### src/rtl/mult_seq_unit_if.sv
// ============================================================================
// Module   : mult_seq_unit_if
// Brief    : Request/result bundle for the iterative MULT/MULTU unit.
// Revision : 1.0
// ============================================================================
`default_nettype none

interface mult_seq_unit_if #(
  parameter int WIDTH = 32
);
  logic             start;
  logic             is_signed;
  logic [WIDTH-1:0] a;
  logic [WIDTH-1:0] b;
  logic             busy;
  logic             done;
  logic [WIDTH-1:0] hi;
  logic [WIDTH-1:0] lo;

  modport master (
    output start, is_signed, a, b,
    input  busy, done, hi, lo
  );

  modport slave (
    input  start, is_signed, a, b,
    output busy, done, hi, lo
  );
endinterface

`default_nettype wire

### src/rtl/mult_seq_unit.sv
// ============================================================================
// Module   : mult_seq_unit
// Brief    : Shift-add multiplier producing a 2*WIDTH-bit HI/LO product.
// Revision : 1.0
// ============================================================================
`default_nettype none

module mult_seq_unit #(
  parameter int WIDTH = 32
) (
  input  logic           clk,
  input  logic           reset,
  mult_seq_unit_if.slave bus
);

  localparam int             CW       = $clog2(WIDTH) + 1;
  localparam logic [CW-1:0]  C_LAST   = CW'(WIDTH - 1);

  typedef enum logic [1:0] {
    IDLE = 2'd0,
    CALC = 2'd1,
    FIX  = 2'd2
  } state_t;

  state_t           state_q,  state_d;
  logic [CW-1:0]    cnt_q,    cnt_d;
  logic [WIDTH-1:0] acc_hi_q, acc_hi_d;
  logic [WIDTH-1:0] acc_lo_q, acc_lo_d;
  logic [WIDTH-1:0] a_abs_q,  a_abs_d;
  logic             neg_q,    neg_d;
  logic             busy_q,   busy_d;
  logic             done_q,   done_d;
  logic [WIDTH-1:0] hi_q,     hi_d;
  logic [WIDTH-1:0] lo_q,     lo_d;

  logic [WIDTH:0]     w_add;
  logic [2*WIDTH-1:0] w_prod;
  logic [2*WIDTH-1:0] w_fixed;

  always_comb begin
    // Carry-out is kept as the extra MSB so the shift never drops a product bit.
    w_add   = acc_lo_q[0] ? ({1'b0, acc_hi_q} + {1'b0, a_abs_q}) : {1'b0, acc_hi_q};
    w_prod  = {acc_hi_q, acc_lo_q};
    w_fixed = neg_q ? -w_prod : w_prod;

    state_d  = state_q;
    cnt_d    = cnt_q;
    acc_hi_d = acc_hi_q;
    acc_lo_d = acc_lo_q;
    a_abs_d  = a_abs_q;
    neg_d    = neg_q;
    busy_d   = busy_q;
    done_d   = 1'b0;
    hi_d     = hi_q;
    lo_d     = lo_q;

    case (state_q)
      IDLE: begin
        if (bus.start) begin
          a_abs_d  = (bus.is_signed && bus.a[WIDTH-1]) ? -bus.a : bus.a;
          acc_lo_d = (bus.is_signed && bus.b[WIDTH-1]) ? -bus.b : bus.b;
          acc_hi_d = '0;
          neg_d    = bus.is_signed & (bus.a[WIDTH-1] ^ bus.b[WIDTH-1]);
          cnt_d    = '0;
          busy_d   = 1'b1;
          state_d  = CALC;
        end
      end
      CALC: begin
        acc_hi_d = w_add[WIDTH:1];
        acc_lo_d = {w_add[0], acc_lo_q[WIDTH-1:1]};
        cnt_d    = cnt_q + 1'b1;
        if (cnt_q == C_LAST) begin
          state_d = FIX;
        end
      end
      FIX: begin
        hi_d    = w_fixed[2*WIDTH-1:WIDTH];
        lo_d    = w_fixed[WIDTH-1:0];
        done_d  = 1'b1;
        busy_d  = 1'b0;
        state_d = IDLE;
      end
      default: begin
        busy_d  = 1'b0;
        state_d = IDLE;
      end
    endcase
  end

  always_ff @(posedge clk) begin
    if (reset) begin
      state_q  <= IDLE;
      cnt_q    <= '0;
      acc_hi_q <= '0;
      acc_lo_q <= '0;
      a_abs_q  <= '0;
      neg_q    <= 1'b0;
      busy_q   <= 1'b0;
      done_q   <= 1'b0;
      hi_q     <= '0;
      lo_q     <= '0;
    end else begin
      state_q  <= state_d;
      cnt_q    <= cnt_d;
      acc_hi_q <= acc_hi_d;
      acc_lo_q <= acc_lo_d;
      a_abs_q  <= a_abs_d;
      neg_q    <= neg_d;
      busy_q   <= busy_d;
      done_q   <= done_d;
      hi_q     <= hi_d;
      lo_q     <= lo_d;
    end
  end

  assign bus.busy = busy_q;
  assign bus.done = done_q;
  assign bus.hi   = hi_q;
  assign bus.lo   = lo_q;

endmodule

`default_nettype wire

### src/flat_wrapper.sv
// flat-port wrapper written by rule: the top's interface ports become plain ports
module mult_seq_unit_flat 
#(
  parameter int WIDTH = 32
)
  (clk, reset, bus_start, bus_is_signed, bus_a, bus_b, bus_busy, bus_done, bus_hi, bus_lo);
  mult_seq_unit_if #(.WIDTH(WIDTH)) bus_i ();
  input  logic clk;
  input  logic reset;
  input wire logic [$bits(bus_i.start)-1:0] bus_start;
  input wire logic [$bits(bus_i.is_signed)-1:0] bus_is_signed;
  input wire logic [$bits(bus_i.a)-1:0] bus_a;
  input wire logic [$bits(bus_i.b)-1:0] bus_b;
  output wire logic [$bits(bus_i.busy)-1:0] bus_busy;
  output wire logic [$bits(bus_i.done)-1:0] bus_done;
  output wire logic [$bits(bus_i.hi)-1:0] bus_hi;
  output wire logic [$bits(bus_i.lo)-1:0] bus_lo;
  assign bus_i.start = bus_start;
  assign bus_i.is_signed = bus_is_signed;
  assign bus_i.a = bus_a;
  assign bus_i.b = bus_b;
  assign bus_busy = bus_i.busy;
  assign bus_done = bus_i.done;
  assign bus_hi = bus_i.hi;
  assign bus_lo = bus_i.lo;
  mult_seq_unit #(.WIDTH(WIDTH)) u_core (.clk(clk), .reset(reset), .bus(bus_i));
endmodule
### config.mk
export PLATFORM = sky130hd
export DESIGN_NAME = mult_seq_unit_flat
export DESIGN_NICKNAME = d
export VERILOG_FILES = /design/src/rtl/mult_seq_unit_if.sv /design/src/rtl/mult_seq_unit.sv /design/src/flat_wrapper.sv
export SDC_FILE = /design/constraint.sdc
export NUM_CORES = 1
export LEC_CHECK = 0
export CAP_MARGIN = 20
export CELL_PAD_IN_SITES_DETAIL_PLACEMENT = 0
export CELL_PAD_IN_SITES_GLOBAL_PLACEMENT = 2
export CORE_ASPECT_RATIO = 0.75
export CORE_MARGIN = 1.5
export CORE_UTILIZATION = 33
export DETAILED_ROUTE_END_ITERATION = 10
export PLACE_DENSITY_LB_ADDON = 0.1
export SYNTH_ARGS = -nofsm -noshare
export SYNTH_HDL_FRONTEND = slang
export SYNTH_SLANG_ARGS = --single-unit
### constraint.sdc
create_clock -name clk -period 4.7 [get_ports clk]
set_clock_uncertainty 0.2 [all_clocks]
set_input_delay 0.94 -clock clk [delete_from_list [all_inputs] [get_ports clk]]
set_output_delay 0.94 -clock clk [all_outputs]
set_load 0.01 [all_outputs]
==> metrics list, run 1 <==
- The flow ran to the end, and the final reports show no timing, DRC or antenna violations.
- The area fraction in compound gates after synthesis is 0.277.
* Async set-or-reset flop fraction in the synthesized netlist: 0
- Count of endpoints failing setup in the final report: 0
- Main combinational cell family by area after synthesis: compound AO/OA/AOI/OAI gates
- Total power divided by cell area: 292 nW/µm²
* Number of nets produced by synthesis: about 1400
- Arrival time of the worst setup path: 3.86 ns
- Endpoint class of the critical path: flop
* Maximum number of pins on one net before global-route repair: 72
* Layout Cell Area excl Fill: 12900 µm²
- Across the run, the number of max-cap violations was 0.
- The path class of the tightest hold or removal check is reg -> reg.
- Highest net fanout along the worst path: 4
- Reg2Reg Setup Slack: 1.10 ns
- Adder-cell area share of the yosys netlist: 0.0443
- The count of cells in the finished layout, fillers not included, comes to between 1500 and 2000.
* Period utilization: 0.789
* All-layer global routing usage: 0.218
- In this run the static leakage power is 4.56 nW.
* Synthesis-to-finish area growth: 21.7%
* Width of the die: approximately 210 µm
- Clock tree from TritonCTS: built
* Number of global-route vias before repair: ~9100
- Hold Startpoint: u_core.bus.hi[26]$_SDFFE_PP0P_
* Wire length of the first global-routing pass: 55300 µm
- The pre-antenna-repair detailed-routing pass consisted of 6 iterations.
- Final weighted congestion in routability-driven placement: 0.873
* Critical Path Start Type: input port
- Initial cell density of the core: 0.338
- Via-to-Cell Ratio: around 5.6
- Each instance of the synthesized netlist takes up on average 8.07 µm².
* Number of remaining DRC errors: 0
- Counting the buffers created by CTS gives 17.
- For this run, the top clock speed supported by timing is 270 MHz.
- H-tree depth: 4
* Placement Rows: 56
* M1 wire length: 20500 µm
* Routed wl met3: 2390 µm
- The cell area that synthesis handed to floorplanning was roughly 11000 µm².
- Gate Count Post-Synth: 1318
- FF+latch count, synth: 171
- Clock Pin Slew Worst Setup and Hold Paths: 0.07 ns
* Top sig layer: met4
- Post-layout nets: ~1500
* Cell depth of the worst hold path: 2
- The initial antenna violation count was 0.
* Main flop type after synthesis: dfxtp_1
* Count of nets left with antenna violations after detail routing: 0
- Instance area at placement: 12300 µm²
* Synthesis Warnings: 0
* Wirelength per Cell: roughly 20 µm
* Number of buffers inserted for hold repair after clock tree synthesis: 0
- Worst-case clock buffer depth: 2
- The clock period could shrink to 3.71 ns.
* Fraction of final layout cells sized beyond drive strength 1: 0.0642
- Of the synthesized area, sequential elements account for 0.322.
- Yosys mapped a number of flops with a built-in enable equal to 0.
- End point of the most critical hold path: u_core.bus.hi[26]$_SDFFE_PP0P_
- Worst Reg2Reg Path Length in Cells: 10
* Start of the worst register-to-register path: u_core.acc_hi_q[0]$_SDFFE_PP0P_
- Synth cell types: 77
* Number of endpoints with negative hold slack in the final report: 0
* Post-CTS resize count: 0
- The total count of max-transition violations in the final report was 0.
* Worst setup path category: in -> reg
- Of the total synthesized cell area, the portion taken by XOR and XNOR cells is 0.109.
- Post-DP HPWL: 27700 µm
- Global routing finished with a remaining overflow of 0.
- On the final layout, the worst hold slack is 0.251 ns.
- 134 I/O pins were placed.
- Detailed routing inserted a total of around 10000 vias.
- Counting every sink on the clock net gives 171.
- The first routing iteration left a little over 800 violations.
* Area fraction in and, or, nand and nor cells after synthesis: 0.200
- Normalized max-slew margin: 0.261
* Insertion delay of the later-clocked pin in the worst-skew pair: 0.45 ns
* Post-CTS setup-driven buffer insertion count: 0
- Unrepaired setup endpoints after global routing: no
- After detailed routing, the total wire length is 36400 µm.
- Core box area: approximately 31000 µm²
- Required time at the endpoint of the critical path: between 4 and 5 ns
- Worst IR Drop VDD: 0.212 mV
- Wire segments on met2 add up to 13200 µm in the final route.
* Final-layout setup total negative slack: 0 ns
* Die Ht: 158 µm
* Number of placed instances, taps included: 1792
- Cell at the root of the clock tree: clkbuf_16
- Mux contribution to synthesized area: 0.00895
- The endpoint identified for the worst register-to-register timing path is u_core.acc_hi_q[23]$_SDFFE_PP0P_.
- Measured slew at the worst slew-check pin: between 1 and 1.5 ns
* Count of input and output buffers: 133
* Die area: 33300 µm²
-- flip-flops by register name, indices dropped and copies added (netlist names) --
| signal | cells |
|---|---|
| u_core.acc_hi_q | 32 |
| u_core.bus.busy | 1 |
| u_core.cnt_q | 6 |
| u_core.neg_q | 1 |
| u_core.state_q | 2 |
| u_core.bus.hi | 32 |
| u_core.acc_lo_q | 32 |
| u_core.bus.done | 1 |
| u_core.bus.lo | 32 |
| u_core.a_abs_q | 32 |
-- cells in the mapped netlist, types with 25 or more instances --
| master | number | area share |
|---|---|---|
| a222oi_1 | 33 | 0.031 |
| o21ai_0 | 93 | 0.044 |
| a21oi_1 | 78 | 0.037 |
| nor3_1 | 25 | 0.012 |
| o31ai_1 | 27 | 0.019 |
| clkbuf_1 | 76 | 0.027 |
| or3_1 | 27 | 0.016 |
| ha_1 | 36 | 0.042 |
| a211oi_1 | 64 | 0.045 |
| xor2_1 | 88 | 0.073 |
| dfxtp_1 | 171 | 0.32 |
| xnor2_1 | 44 | 0.036 |
| nand2_1 | 98 | 0.035 |
| nor2_1 | 155 | 0.055 |
-- placed cells by master (no fill, tap or decap), types with 33 or more instances in the layout --
master             n
nand2_1           98
o21ai_0           93
xor2_1            88
ha_1              36
a211oi_1          64
dfxtp_1          170
xnor2_1           44
a222oi_1          33
a21oi_1           78
nor2_1           153
clkdlybuf4s50_1  132
-- worst max path at each step --
stage,from,to,slack [ns],depth (start not counted)
final,bus_a[16],u_core.a_abs_q[31]$_SDFFE_PP0P_,0.99,7
after global routing,bus_a[16],u_core.a_abs_q[31]$_SDFFE_PP0P_,0.83,7
after CTS,bus_a[16],u_core.a_abs_q[31]$_SDFFE_PP0P_,1.01,7
after detailed placement,bus_a[16],u_core.a_abs_q[31]$_SDFFE_PP0P_,0.54,7
after global placement,bus_a[16],u_core.a_abs_q[31]$_SDFFE_PP0P_,0.57,7
after floorplan,bus_a[16],u_core.a_abs_q[31]$_SDFFE_PP0P_,1.16,6
-- metrics by stage --
step | total power (W) | util | setup slack, ns
floorplan | 0.00205 | - | 1.16
global placement | 0.00233 | 0.392 | 0.571
detailed placement | 0.00233 | 0.392 | 0.539
CTS | 0.00380 | 0.411 | 1.01
global route | 0.00395 | 0.411 | 0.825
finish | 0.00377 | 0.411 | 0.990
-- worst max-delay path: stages --
cell             delay (ns)
clkdlybuf4s50_1        0.46
or4_4                  0.57
or4_1                  0.47
or4_1                  0.58
nor3_2                 0.24
or3b_1                 0.36
a311oi_1               0.25
-- power by group --
group	switching, W	total, W	internal, W
combinational	0.000411	0.000693	0.000282
clock	0.000649	0.00147	0.000820
sequential	0.000105	0.00161	0.00150
total	0.00117	0.00377	0.00261
-- area by class of cell --
type                       count  area, µm²
tap                          406        508
inverter                      22       82.6
clock inverter                11        133
clock buffer                  21        460
antenna                        1       2.50
fill                        3258      18500
timing repair buffer         155       1510
sequential                   171       3420
multi-input combinational   1038       6810
-- metal layers --
metal  track usage  vias to the layer above
met3        0.0424                       15
met2         0.274                      289
li1              -                     5095
met5             0                        -
met1         0.363                     4795
met4        0.0411                        0
-- kinds of logic after synthesis --
| logic type | after synthesis |
|---|---|
| buffers and inverters | 109 |
| DFF | 171 |
| AOI/OAI and AO/OA | 430 |
| and+or+nand+nor | 430 |
| adders and majority gates | 37 |
| xor gates and xnor gates | 132 |
| muxes | 9 |
(Power assumes the default switching activity.)
==> run 2, diff against run 1 <==
CORE_UTILIZATION = 30   (was 33)
clock period = 3.3 ns   (was 4.7 ns; I/O delays follow)
==> metrics list, run 2 (synthesized netlist as in run 1, its figures left out) <==
* Number of placed instances, taps included: 1961 (was 1792)
- The post-layout instance area is 13900 µm² (was 12900 µm²).
* Pleak: 5.19 nW (was 4.56 nW)
- The number of ports placed on the die boundary was 134 (unchanged).
- Total power divided by cell area: 393 nW/µm² (was 292 nW/µm²)
- Highest net fanout along the worst path: 4 (unchanged)
* Cell at the root of the clock tree: clkbuf_16 (unchanged)
- Worst-case clock buffer depth: 2 (unchanged)
* Count of nets left with antenna violations after detail routing: 0 (unchanged)
- Diodes inserted: 0 (was 1)
- The count of standard-cell rows was 59 (was 56).
- Final WL: 39000 µm (was 36400 µm)
* Via-to-Cell Ratio: 5.36 (was 5.59)
- Final global-route overflow total: 0 (unchanged)
* Die Ht: 166 µm (was 158 µm)
- Count of placed standard cells in the final layout, fillers left out: 1992 (was 1825)
- Maximum number of pins on one net before global-route repair: 92 (was 72)
* Count of input and output buffers: 133 (unchanged)
- Unrepaired setup endpoints after global routing: no (unchanged)
- Number of max-cap violations: 0 (unchanged)
- The final net count came to 1628 (was 1510).
- First-pass DRT Iterations: 7 (was 6)
- The maximum vdd drop was 0.268 mV (was 0.212 mV).
* Hold Startpoint: u_core.bus.hi[27]$_SDFFE_PP0P_ (was u_core.bus.hi[26]$_SDFFE_PP0P_)
* Measured slew at the worst slew-check pin: 0.691 ns (was 1.11 ns)
- The post-route worst hold slack came to 0.250 ns (was 0.251 ns).
* Normalized max-slew margin: 0.540 (was 0.261)
- The total count of max-transition violations in the final report is 0 (unchanged).
- The number of levels the H-tree was split into was 4 (unchanged).
- All-layer global routing usage: 0.215 (was 0.218)
* Period utilization: 0.962
- The post-route DRC violation count is 0 (unchanged).
- Count of endpoints failing setup in the final report: 0 (unchanged)
* Width of the die: 220 µm (was 210 µm)
- The hold-fix buffer count after cts is 0 (unchanged).
* Highest clock rate: about 310 MHz
* Leading cell type in the layout, fill and taps excluded: dfxtp_1 (unchanged)
- The weighted congestion at the end of routability-driven global placement is 0.843 (was 0.873).
- The worst endpoint data arrival time is 3.33 ns (was 3.86 ns).
- Insertion delay of the later-clocked pin in the worst-skew pair: 0.45 ns (about the same)
- Worst setup path category: in -> reg (unchanged)
- The startpoint of the worst setup timing path is bus_a[16] (unchanged).
* Clock buffer count from CTS: 17 (unchanged)
* Clk sink count: 171 (unchanged)
- The core occupancy in the finished layout is 0.401 (was 0.411).
- The wire length of the first global-routing pass is 60100 µm (was 55300 µm).
* Number of global-route vias before repair: 9828 (was 9099)
- Kind of path behind the tightest hold check: reg -> reg (unchanged)
- Core box area: 34800 µm² (was 31500 µm²)
* Result of the run: finished, final reports clean (unchanged)
* Final-layout setup total negative slack: 0 ns (unchanged)
* Clock Pin Slew Worst Setup and Hold Paths: 0.07 ns (about the same)
- Leading cell types in the layout, fill and taps excluded: dfxtp_1, nor2_1, buf_4 (was dfxtp_1, nor2_1, clkdlybuf4s50_1)
* Synthesis-to-finish area growth: 31.2% (was 21.7%)
- Die area: 36600 µm² (was 33300 µm²)
* Drt initial violations: 809 (was 811)
- Initial antenna violation count: 0 (unchanged)
- The number of endpoints with negative hold slack in the final report came to 0 (unchanged).
- The post-CTS setup-driven buffer insertion count came to 0 (unchanged).
- Via count of the routed design: 10674 (was 10194)
- Final min period: 3.17 ns
- The placement-stage cell area was 13300 µm² (was 12300 µm²).
- The ratio of cells with drive above 1 in the final layout was 0.142 (was 0.0642).
- The clock tree from TritonCTS was built (unchanged).
- The estimated wirelength of the detail-placed design is 30500 µm (was 27700 µm).
* Required time at the endpoint of the critical path: 3.46 ns (was 4.85 ns)
- The initial cell density of the core is 0.306 (was 0.338).
- Critical Path Start Type: input port (unchanged)
* Wirelength per Cell: 19.6 µm (was 19.9 µm)
- The startpoint of the worst register-to-register path is u_core.acc_lo_q[10]$_SDFFE_PP0P_ (was u_core.acc_hi_q[0]$_SDFFE_PP0P_).
- The sort of element at the end of the critical path was a flop (unchanged).
[run 2: layer usage]
| layer | up-vias | routed length (µm) | track usage |
|---|---|---|---|
| met5 | - | 0 | 0 |
| met3 | 16 | 2830 | 0.0546 |
| met2 | 329 | 13900 | 0.255 |
| li1 | 5345 | - | - |
| met4 | 0 | 271 | 0.0414 |
| met1 | 4984 | 22100 | 0.366 |
[run 2: timing repair]
action,CTS,global route
hold endpoints to repair,0,0
cloned,0,0
gates resized for setup,1,8
setup endpoints to repair,1,10
pin swaps,0,1
[run 2: where the power goes]
| group | internal, W | total [W] | switching [W] |
|---|---|---|---|
| logic | 0.000490 | 0.00118 | 0.000695 |
| registers | 0.00214 | 0.00224 | 0.0000953 |
| clock network | 0.00110 | 0.00205 | 0.000954 |
[run 2: cell type report]
type / instances / area, µm²
Clock buffer: 19 / 453
Sequential cell: 171 / 3420
Clock inverter: 12 / 129
Fill cell: 3604 / 20800
Tap cell: 457 / 572
Multi-Input combinational cell: 1038 / 6870
Timing Repair Buffer: 273 / 2410
Inverter: 22 / 82.6
[run 2: stage by stage]
step | power, W | worst slack [ns]
3_5_place_dp | 0.00345 | -0.475
2_1_floorplan | 0.00292 | 0.0126
3_3_place_gp | 0.00344 | -0.431
4_1_cts | 0.00551 | 0.0610
5_1_grt | 0.00573 | 0.00131
6_report | 0.00548 | 0.125
[run 2: worst paths after layout]
kind,endpoint,slack (ns),cells past startpoint
setup / recovery,u_core.a_abs_q[31]$_SDFFE_PP0P_,0.13,7
hold / removal,u_core.bus.hi[27]$_SDFFE_PP0P_,0.25,2
setup reg to reg,u_core.bus.hi[31]$_SDFFE_PP0P_,0.18,7
hold reg to reg,u_core.bus.hi[27]$_SDFFE_PP0P_,0.25,2
[run 2: worst max-delay path, stage by stage]
cell and delay [ns]:
clkdlybuf4s50_1 0.42, or4_4 0.54, or4_4 0.43, or4_4 0.48, nor3_4 0.18, or3b_1 0.36
a311oi_1 0.25
==> run 3, diff against run 2 <==
--- a/config.mk
+++ b/config.mk
@@ -7,2 +7,3 @@
 export LEC_CHECK = 0
+export ABC_CLOCK_PERIOD_IN_PS = 3300
 export CAP_MARGIN = 20
--- a/constraint.sdc
+++ b/constraint.sdc
@@ -4,2 +4,2 @@
 set_output_delay 0.66 -clock clk [all_outputs]
-set_load 0.01 [all_outputs]
+set_load 0.005 [all_outputs]
==> results of run 3 <==
Same layout as run 2 (identical final DEF). Status: finished, final reports clean.
==> patch 1, RTL diff (config.mk and constraints of run 3) <==
`WIDTH` is set to 32 in 3 places; all go to 64.
--- a/src/rtl/mult_seq_unit_if.sv
+++ b/src/rtl/mult_seq_unit_if.sv
@@ -8,3 +8,3 @@
 interface mult_seq_unit_if #(
-  parameter int WIDTH = 32
+  parameter int WIDTH = 64
 );
--- a/src/rtl/mult_seq_unit.sv
+++ b/src/rtl/mult_seq_unit.sv
@@ -8,3 +8,3 @@
 module mult_seq_unit #(
-  parameter int WIDTH = 32
+  parameter int WIDTH = 64
 ) (
--- a/src/flat_wrapper.sv
+++ b/src/flat_wrapper.sv
@@ -3,3 +3,3 @@
 #(
-  parameter int WIDTH = 32
+  parameter int WIDTH = 64
 )
Ports: changed (resized bus_a, bus_b, bus_hi and bus_lo); port bits go from 134 to 262. No check against the original RTL was run, so the function may have changed too.
==> patch 1 against run 3 <==
The run now ends with negative setup slack left; worst setup slack worse by 0.25 ns; sequential cell count grew 161; sequential power is 95% higher; core utilization is 4.5 points higher; area after synthesis increased by 100%; critical path depth grew 4; die area grew 100%; cell area grew 130%; routed wire length grew to 2.7 times the old value; combinational power rose to 2.5 times the old value; total power increased by 120%; global-route usage up 5.8 points.
==> patch 1: results (changes against run 3) <==
{| class="wikitable"
! Metric !! Value
|-
| Run status || complete, but fails checks
|-
| Violations in the final reports || negative setup slack
|-
| # resized after CTS || 100 (+99)
|-
| Met2 wirelength from detailed routing || 37400 µm (+170%)
|-
| H-tree depth || 2 (-2)
|-
| Met1 routed wirelength after detailed routing || 54700 µm (+150%)
|-
| Minimum setup slack in the final design || -0.125 ns (-0.250 ns)
|-
| Commonest cells in the netlist || 332 x sky130_fd_sc_hd__dfxtp_1, 304 x sky130_fd_sc_hd__nor2_1, 290 x sky130_fd_sc_hd__nand2_1
|-
| Number of instances in the synthesized netlist || 2798 (+110%)
|-
| Final setup violation count || 13 (+13)
|-
| Number of antenna violations at the first check in global routing || 5 (+5)
|-
| WL per Instance || 23.2 µm (+18%)
|-
| Total vias in the final route || 24409 (+130%)
|-
| Kind of start point of the critical path || register
|-
| Start point of the worst hold path || u_core.bus.hi[46]
|-
| Critical R2R Launch || u_core.acc_lo_q[11]
|-
| Nets || 3699 (+130%)
|-
| Global-route wire length before repair || 152000 µm (+150%)
|-
| Worst-case clock buffer depth || 3 (+1)
|-
| Crit path to || u_core.bus.hi[41]
|-
| Total CTS buffers || 41 (+24)
|-
| Initial DRT Pass Iterations || 6 (-1)
|-
| Met2 Track Usage GR || 0.340 (+0.0853)
|-
| Global-route met3 utilization || 0.0890 (+0.0344)
|-
| Top layer in use || met5
|-
| Top post-synthesis cells by area || sky130_fd_sc_hd__dfxtp_1 31%, sky130_fd_sc_hd__xor2_1 7.1%, sky130_fd_sc_hd__a21oi_1 5.3%
|-
| Non-filler instance count after layout || 4478 (+120%)
|-
| Cell area reported after detailed placement || 0.0290 mm² (+120%)
|-
| Peak per-stage delay on the critical path || 0.60 ns (+0.06 ns)
|-
| Aggregate global-route resource usage || 0.274 (+0.0583)
|-
| Share of post-route cells with drive strength above 1 || 0.230 (+0.0881)
|-
| LEAKAGE || 12.0 nW (+130%)
|-
| Worst path arrival time || 3.70 ns (+0.37 ns)
|-
| Met3 layer wire length in the routed design || 10300 µm (+260%)
|-
| Number of design-rule violations left by the first detailed-router iteration || 2557 (+220%)
|-
| Slew margin rel. || 0.345 (-0.195)
|}
[patch 1: cell count changes in the layout (fill, tap and decap cells not counted), moves of 78 or more]
cell / run 3 / this run
sky130_fd_sc_hd__clkdlybuf4s50_1: 132 / 255
sky130_fd_sc_hd__buf_4: 138 / 552
sky130_fd_sc_hd__nand2_1: 98 / 285
sky130_fd_sc_hd__a21oi_1: 78 / 217
sky130_fd_sc_hd__xor2_1: 88 / 166
sky130_fd_sc_hd__dfxtp_1: 170 / 325
sky130_fd_sc_hd__nor2_1: 153 / 297
[patch 1: layout make-up]
class / instances / area (µm²)
clock inverter: 22 / 302
multi-input combinational: 2257 / 14900
tap: 946 / 1180
sequential: 332 / 6660
antenna: 4 / 10.0
clock buffer: 51 / 1130
timing repair buffer: 831 / 7060
inverter: 35 / 131
fill: 7143 / 39100
[patch 1: cells by family after synthesis]
logic type,Yosys count,synth area share
flops,332,0.309
compound gates,897,0.270
xor+xnor,285,0.116
mux,19,0.00912
simple gates,987,0.220
fa+ha+maj,69,0.0405
buf+inv,209,0.0365
==> patch 2, RTL diff (config.mk and constraints of run 3) <==
Made on the original files. Make the reset (`reset`) asynchronous in one clocked block.
--- a/src/rtl/mult_seq_unit.sv
+++ b/src/rtl/mult_seq_unit.sv
@@ -90,3 +90,3 @@
 
-  always_ff @(posedge clk) begin
+  always_ff @(posedge clk or posedge reset) begin
     if (reset) begin
Check against the original RTL: differs if reset is asserted again (counterexample within 4 cycles, from zero or initial values and one cycle with reset high); with reset held inactive, the same outputs for 10 cycles.
==> patch 2 against run 3 <==
Worst setup slack worse by 0.068 ns; sequential cell count is the same; synthesized cell count is 4.2% lower; area after synthesis is 2.8% higher; cell area up 2.0%; routed wire length down 9.3%; cell count down 3.0%; critical path type is now reg2reg; highest routed layer unchanged.
Power is not compared: it rests on default switching activity, and its combinational part moved more than twofold at a synthesized area within 25%.
==> patch 2: results (changes against run 3) <==
{| class="wikitable"
! Metric !! Value
|-
| Cell area reported after detailed placement || 0.0135 mm² (+1.8%)
|-
| Total CTS buffers || 17 (unchanged)
|-
| Post-CTS Setup Inserts || 0 (unchanged)
|-
| R2R Setup Slk || 0.06 ns (-0.12 ns)
|-
| Max Fclk || 0.308 GHz (-2.1%)
|-
| Global-route wire length before repair || 57000 µm (-5.3%)
|-
| Initial DRT Pass Iterations || 6 (-1)
|-
| FFs w/ async S/R, synth || 1.00 (+1.00)
|-
| Peak per-stage delay on the critical path || 0.58 ns (+0.04 ns)
|-
| H-tree depth || 4 (unchanged)
|-
| Library cell contributing the largest single delay on the critical path || sky130_fd_sc_hd__or4_4
|-
| Largest net degree at the start of global routing || 78 (-15%)
|-
| Part of the Yosys area used for sequential elements || 0.391 (+0.0694)
|-
| Commonest cells in the netlist || 183 x sky130_fd_sc_hd__o21ai_0, 171 x sky130_fd_sc_hd__dfrtp_1, 164 x sky130_fd_sc_hd__nand2_1
|-
| Run status || finished, final reports clean
|-
| Number of antenna violations at the first check in global routing || 0 (unchanged)
|-
| Wire length after detailed routing || 35400 µm (-9.3%)
|-
| Vias in the first global route || 9702 (-1.3%)
|-
| Cell class contributing the biggest share of worst-path delay || simple AND/OR/NAND/NOR gates
|-
| Nets || 1559 (-4.2%)
|-
| Diodes inserted || 0 (unchanged)
|-
| Port Buf Inserts || 133 (unchanged)
|-
| Flip-flop cell with the highest count after synthesis || sky130_fd_sc_hd__dfrtp_1
|-
| LEAKAGE || 5.93 nW
|-
| Tightest Hold Check Type || reg2reg
|-
| Number of instances in the placed design || 1900 (-3.1%)
|-
| Count of warnings emitted by yosys || 0 (unchanged)
|-
| Worst-case clock buffer depth || 2 (unchanged)
|-
| Final weighted congestion in routability-driven placement || 0.813 (-3.6%)
|-
| Worst IR Drop VDD || 0.304 mV
|-
| Buffer type at the clock tree root || sky130_fd_sc_hd__clkbuf_16
|-
| Count of maximum capacitance violations || 0 (unchanged)
|-
| Number of design-rule violations left by the first detailed-router iteration || 731 (-9.6%)
|-
| Clock insertion delay at the later pin of the skew report || 0.45 ns (about the same)
|-
| Number of distinct library cells after synthesis || 68 (-12%)
|-
| Slew margin rel. || 0.436 (-0.104)
|-
| Crit path max fanout || 5 (+1)
|-
| Syn Nets || 1367 (-3.9%)
|-
| WL per Instance || 18.3 µm (-6.5%)
|-
| Detailed placer's ending HPWL || 27100 µm (-11%)
|-
| Aggregate global-route resource usage || 0.194 (-0.0215)
|-
| Post-Syn Area per Cell || 8.66 µm² (+7.4%)
|-
| Top post-synthesis cells by area || sky130_fd_sc_hd__dfrtp_1 39%, sky130_fd_sc_hd__o21ai_0 8.4%, sky130_fd_sc_hd__xor2_1 7.5%
|-
| Post-place setup slack || -0.00488 ns (+0.470 ns)
|-
| Clk pin slew, worst setup/hold paths || 0.07 ns (about the same)
|-
| Worst path arrival time || 3.43 ns (+0.10 ns)
|-
| Worst hold margin || 0.277 ns (+0.0275 ns)
|-
| Share of post-route cells with drive strength above 1 || 0.119 (-0.0234)
|-
| Average vias per placed instance || 5.14 (-4.1%)
|}
-- patch 2: layout make-up --
type                            count  area [µm²]
Sequential cell                   171        4280
Fill cell                        3703       21700
Clock buffer                       20         457
Inverter                           31         120
Clock inverter                     12         185
Multi-Input combinational cell    986        6300
Tap cell                          465         582
Timing Repair Buffer              247        2290
-- patch 2: worst paths after layout --
check | from | to | cells past startpoint
worst max-delay path | u_core.acc_hi_q[1] | u_core.bus.hi[31] | 8
worst min-delay path | u_core.bus.busy | u_core.bus.busy | 1
worst max register to register | u_core.acc_hi_q[1] | u_core.bus.hi[31] | 8
worst min register to register | u_core.bus.busy | u_core.bus.busy | 1
max in group asynchronous | reset | u_core.acc_hi_q[26] | 3
min in group asynchronous | reset | u_core.bus.lo[25] | 2
-- patch 2: timing repair --
item / in CTS / in global routing
hold buffers: 0 / 0
endpoints found under the hold margin: 0 / 0
pin swaps: 1 / 3
setup endpoints to repair: 5 / 9
resized for setup: 2 / 3
-- patch 2: logic make-up (layout without fill, tap and decap cells) --
logic type                 Yosys count  after routing  synth area share
adders and majority gates           37             37            0.0430
muxes                               11             11            0.0102
DFF                                171            171             0.391
buffers and inverters              105            310            0.0367
and+or+nand+nor                    351            351             0.155
xor gates and xnor gates           142            142             0.114
AOI/OAI and AO/OA                  445            445             0.250
-- patch 2: where the power goes --
group,leakage [nW],total [mW],internal (mW),switching [mW]
Clock,0.300,2.24,1.32,0.928
Sequential,2.20,3.61,2.82,0.785
Combinational,3.43,6.76,2.92,3.84
Total,5.93,12.6,7.06,5.55
-- patch 2: per-layer routing --
metal	up-vias	track usage	share of wire
met4	0	0.0300	0.0049
met3	13	0.0330	0.035
met5	-	0	0
met2	170	0.273	0.41
li1	4975	-	-
met1	4773	0.308	0.55
